$ cat src/rtl/ts_stub_cnt_writer.sv
`default_nettype none
// ts_stub_cnt_writer: per-crossing inner/outer stub counter feeding the stub-count FIFO.
// Optional macro TS_STUB_CNT_SKIP_EMPTY_EN suppresses writes of {0,0} crossings. Rev 1.0
module ts_stub_cnt_writer #(
  parameter int CNT_W = 6
) (
  input  logic               clk,
  input  logic               res,
  input  logic               stub_vld,
  input  logic               stub_outer,
  input  logic               bx_end,
  input  logic               fifo_full,
  output logic               fifo_wr_en,
  output logic [2*CNT_W-1:0] fifo_din,
  output logic               cnt_sat,
  output logic               cnt_ovf
);

  localparam logic [CNT_W-1:0] CNT_ONE = CNT_W'(1);

  typedef enum logic [0:0] {
    ACCUM = 1'b0,
    PEND  = 1'b1
  } state_t;

  state_t             state, state_nxt;
  logic [CNT_W-1:0]   inner_cnt, outer_cnt;
  logic [CNT_W-1:0]   inner_fin, outer_fin;
  logic [2*CNT_W-1:0] pend;
  logic               inner_hit, outer_hit;
  logic               sat_hit;
  logic               accept;
  logic               wr;
  logic               load_pend;
  logic               ovf_set;

  assign inner_hit = stub_vld & ~stub_outer;
  assign outer_hit = stub_vld &  stub_outer;

  // Final counts include a stub arriving in the bx_end cycle itself.
  always_comb begin
    inner_fin = inner_cnt;
    outer_fin = outer_cnt;
    sat_hit   = 1'b0;
    if (inner_hit) begin
      if (&inner_cnt) sat_hit = 1'b1;
      else            inner_fin = inner_cnt + CNT_ONE;
    end
    if (outer_hit) begin
      if (&outer_cnt) sat_hit = 1'b1;
      else            outer_fin = outer_cnt + CNT_ONE;
    end
  end

`ifdef TS_STUB_CNT_SKIP_EMPTY_EN
  assign accept = bx_end & ((inner_fin != '0) | (outer_fin != '0));
`else
  assign accept = bx_end;
`endif

  assign wr         = (state == PEND) & ~fifo_full;
  assign fifo_wr_en = wr;
  assign fifo_din   = pend;

  always_comb begin
    state_nxt = state;
    load_pend = 1'b0;
    ovf_set   = 1'b0;
    case (state)
      ACCUM: begin
        if (accept) begin
          load_pend = 1'b1;
          state_nxt = PEND;
        end
      end
      PEND: begin
        if (wr) begin
          if (accept) load_pend = 1'b1;
          else        state_nxt = ACCUM;
        end else if (accept) begin
          // Pending word still unwritten: the new crossing is lost.
          ovf_set = 1'b1;
        end
      end
      default: state_nxt = ACCUM;
    endcase
  end

  always_ff @(posedge clk) begin
    if (res) begin
      state     <= ACCUM;
      inner_cnt <= '0;
      outer_cnt <= '0;
      pend      <= '0;
      cnt_sat   <= 1'b0;
      cnt_ovf   <= 1'b0;
    end else begin
      state <= state_nxt;
      if (bx_end) begin
        inner_cnt <= '0;
        outer_cnt <= '0;
      end else begin
        inner_cnt <= inner_fin;
        outer_cnt <= outer_fin;
      end
      if (load_pend) pend <= {outer_fin, inner_fin};
      if (sat_hit)   cnt_sat <= 1'b1;
      if (ovf_set)   cnt_ovf <= 1'b1;
    end
  end

endmodule
`default_nettype wire

$ cat config.mk
export PLATFORM = sky130hd
export DESIGN_NAME = ts_stub_cnt_writer
export DESIGN_NICKNAME = d
export VERILOG_FILES = /design/src/rtl/ts_stub_cnt_writer.sv
export SDC_FILE = /design/constraint.sdc
export NUM_CORES = 1
export LEC_CHECK = 0
export BUFFER_PORTS_ARGS = -buffer_cell sky130_fd_sc_hd__clkbuf_2
export CAP_MARGIN = 20
export CORE_MARGIN = 2
export CORE_UTILIZATION = 44
export CTS_BUF_LIST = sky130_fd_sc_hd__clkbuf_4
export CTS_CLUSTER_DIAMETER = 150
export DETAILED_ROUTE_END_ITERATION = 12
export PLACE_DENSITY = 0.71
export SYNTH_ARGS = -nofsm -noshare
export SYNTH_HDL_FRONTEND = slang
export SYNTH_SLANG_ARGS = --single-unit
$ cat constraint.sdc
create_clock -name clk -period 1.28 [get_ports clk]
set_input_delay 0.192 -clock clk [delete_from_list [all_inputs] [get_ports clk]]
set_output_delay 0.192 -clock clk [all_outputs]
set_load 0.005 [all_outputs]
==> impl_metrics.toml <==
[grt]
grt_antenna_before_repair = 0
grtUsageTotal_pct = 17.1
grt_pass1_wl_um = 3630
globalRoute.totalOverflow = 0
grt_max_degree = 17
grt_pass1_vias = 909

[finish]
fillers = 212
area_growth_pct = 29.2
instances_no_fill = 181
diodes = 0
drive_above_1_share_pct = 44.4
nNetsFinal = 160
fin_util_pct = 59.4
final_cell_area_um2 = 1460

[setup_path]
path_delay_family = "simple AND/OR/NAND/NOR gates"
cp_num_buf_inv = 0
cpMaxStageDelayCell = "dfxtp_2"
rrSetupSlack_ns = -0.00005
worstPathRequired_ns = 1.56
path_max_fanout = 4
cp_slowest_stage_delay_ns = 0.38
end_kind = "flop"
crit_top_cell = "a21oi_2"
path_cells = "ha_4 > and4_4 > a21oi_2 > or3_1 > a21oi_2"
arrival_ns = 1.56
r2r_cells = 5
start_kind = "flop"
crit_type = "reg2reg"
worst-path-stages = 5

[die]
die_y_um = 54.6
core_area_um2 = 2450
die_w_um = 54.6
initial_core_util_pct = 46.0
row_count = 18
die_area_um2 = 2990
io_pins = 21

[synth]
synthSimpleGateAreaFrac_pct = 23.1
ys.flop_type = "dfxtp_1"
synth.area.top_cells = "dfxtp_1 48%, nor2_1 7.0%, a211oi_1 5.3%"
yosysTopAreaCellShare_pct = 47.9
synth_compound_area_share_pct = 18.4
netlist_area_um2 = 1130
synth.most_common_cell = "dfxtp_1"
synth_edf_count = 0
synth_cell_type_count = 37
synth_top_area_cell = "dfxtp_1"
synth_xor_area_share_pct = 3.10
synthMuxAreaShare_pct = 3.55
synth_fa_ha_area_share_pct = 2.22
syn_avg_cell_area_um2 = 9.40
async_reset_ff_share_pct = 0
yosys_warnings = 0
synthTopCellsByCount = "27 x dfxtp_1, 21 x nor2_1, 8 x a211oi_1, 8 x nand2_1"
syn-num-nets = 128
syn_inst = 120
ys_ff_latch = 27
yosysSeqAreaShare_pct = 47.9
synth_top_family_by_area = "simple AND/OR/NAND/NOR gates"

[run]
maxCapViolations = 0

[placement]
io_buffers = 20
dpl-instance-area_um2 = 1330
gp_congestion = 0.780
dp_hpwl_um = 1680
dp_cells = 175

[sta]
finalCriticalPeriod_ns = 1.28
skew_ns = 0.00517
period_share_pct = 100
setup_tns_ns = -0.0000516
fin_ws_ns = -0.0000516
max_freq_mhz = 781
slew_viol_final = 0
worst_pin_slew_ns = 0.256
setup_viol = 1
holdWs_ns = 0.127
hold_viol = 0
slew_headroom_pct = 82.9
rsz0062_at_grt = "true"

[detailed_routing]
met2_length_um = 1140
drtIter0Drc = 8
drt_wl_total_um = 2400
viasPerCell = 5.50
wl_met3_um = 113
drt_pass1_iterations = 4
drc = 0
wl_met1_um = 1070
num_vias = 996
ant_nets = 0
highest_layer = "met4"
wl_per_cell_um = 13.2

[run_status]
status = "finished, violations left"
violations = "negative setup slack"

[power]
p_leak_nw = 0.564
power.density_nw_per_um2 = 964
peakVddDrop_mv = 0.707

[clock_tree]
cts_hold_buf = 0
tritoncts = "yes"
clk-insertion-delay-late_ns = 0.33
clkSinkCount = 27
cts_max_path_buffers = 2
numCtsBuffers = 3
path_clk_slew_ns = 0.14
cts_root_buf = "clkbuf_4"
h-tree-depth = 1

[worst_hold_path]
min_path_type = "in2reg"
whs_path_depth = 3
-- tightest hold or removal path, stage by stage --
cell,delay [ns]
clkbuf_2,0.11
a21oi_1,0.04
nor2_1,0.07
-- worst paths after layout --
kind                                  start                        end
setup reg to reg    outer_cnt[1]$_SDFF_PP0_  fifo_din[10]$_SDFFE_PP0P_
setup / recovery    outer_cnt[1]$_SDFF_PP0_  fifo_din[10]$_SDFFE_PP0P_
hold reg to reg   fifo_din[10]$_SDFFE_PP0P_  fifo_din[10]$_SDFFE_PP0P_
hold / removal                       bx_end           state$_SDFF_PP0_
-- cell type report --
cell class | instances | area (um2) | share of cell area, %
clock buffer | 4 | 30.0 | 2.06
multi-input combinational | 88 | 644 | 44.2
tap | 30 | 37.5 | 2.58
inverter | 1 | 3.75 | 0.258
sequential | 27 | 556 | 38.1
timing repair buffer | 31 | 186 | 12.8
-- metrics by stage --
stage	setup WS, ns	total power, mW
after CTS	-0.0225	1.42
final	-0.0000516	1.41
after detailed placement	0.00229	1.03
after global routing	-0.0610	1.47
after floorplan	0.0248	0.964
after global placement	0.0194	1.02
-- sequential cells by signal, summed over array words and instances, names as in the netlist --
signal / flops
cnt_ovf: 1
cnt_sat: 1
state: 1
outer_cnt: 6
fifo_din: 12
inner_cnt: 6
-- metal layers --
metal  global-route usage (%)  vias to the layer above
met5                        0                        -
met4                     11.7                        0
met3                     2.73                        7
met2                     27.4                       25
met1                     20.7                      465
li1                         -                      499
-- cell usage in the layout (no fill, tap or decap), drive strengths merged --
cell type,count
a21oi,6
o2bb2ai,1
nor2b,1
o21ai,1
a211oi,8
a31oi,3
a311oi,2
nand4,2
dfxtp,27
nand2b,3
and4,2
nand3,4
buf,11
mux2i,4
nand3b,1
xnor2,1
a21bo,1
nor3,3
or2,1
o21a,1
nand4b,1
and4b,1
and2b,1
o211ai,1
a21boi,1
nor2,21
ha,2
nand2,8
inv,1
clkbuf,24
xor2,3
or3,1
a21o,1
and3b,1
o31ai,1
-- timing repair --
item | CTS | global route
setup buffers | 1 | 1
pin swaps | 0 | 6
gates resized for setup | 3 | 20
setup endpoints to repair | 4 | 16
-- where the power goes --
group	internal (mW)	switching, mW
Combinational	0.0594	0.0773
Clock	0.143	0.250
Sequential	0.862	0.0142
Total	1.06	0.341
-- cells by family after synthesis --
group	Yosys count
simple gates	51
compound gates	27
flops	27
buf+inv	5
xor+xnor	4
mux	4
fa+ha+maj	2
No activity file was read; power rests on OpenSTA's default activity.
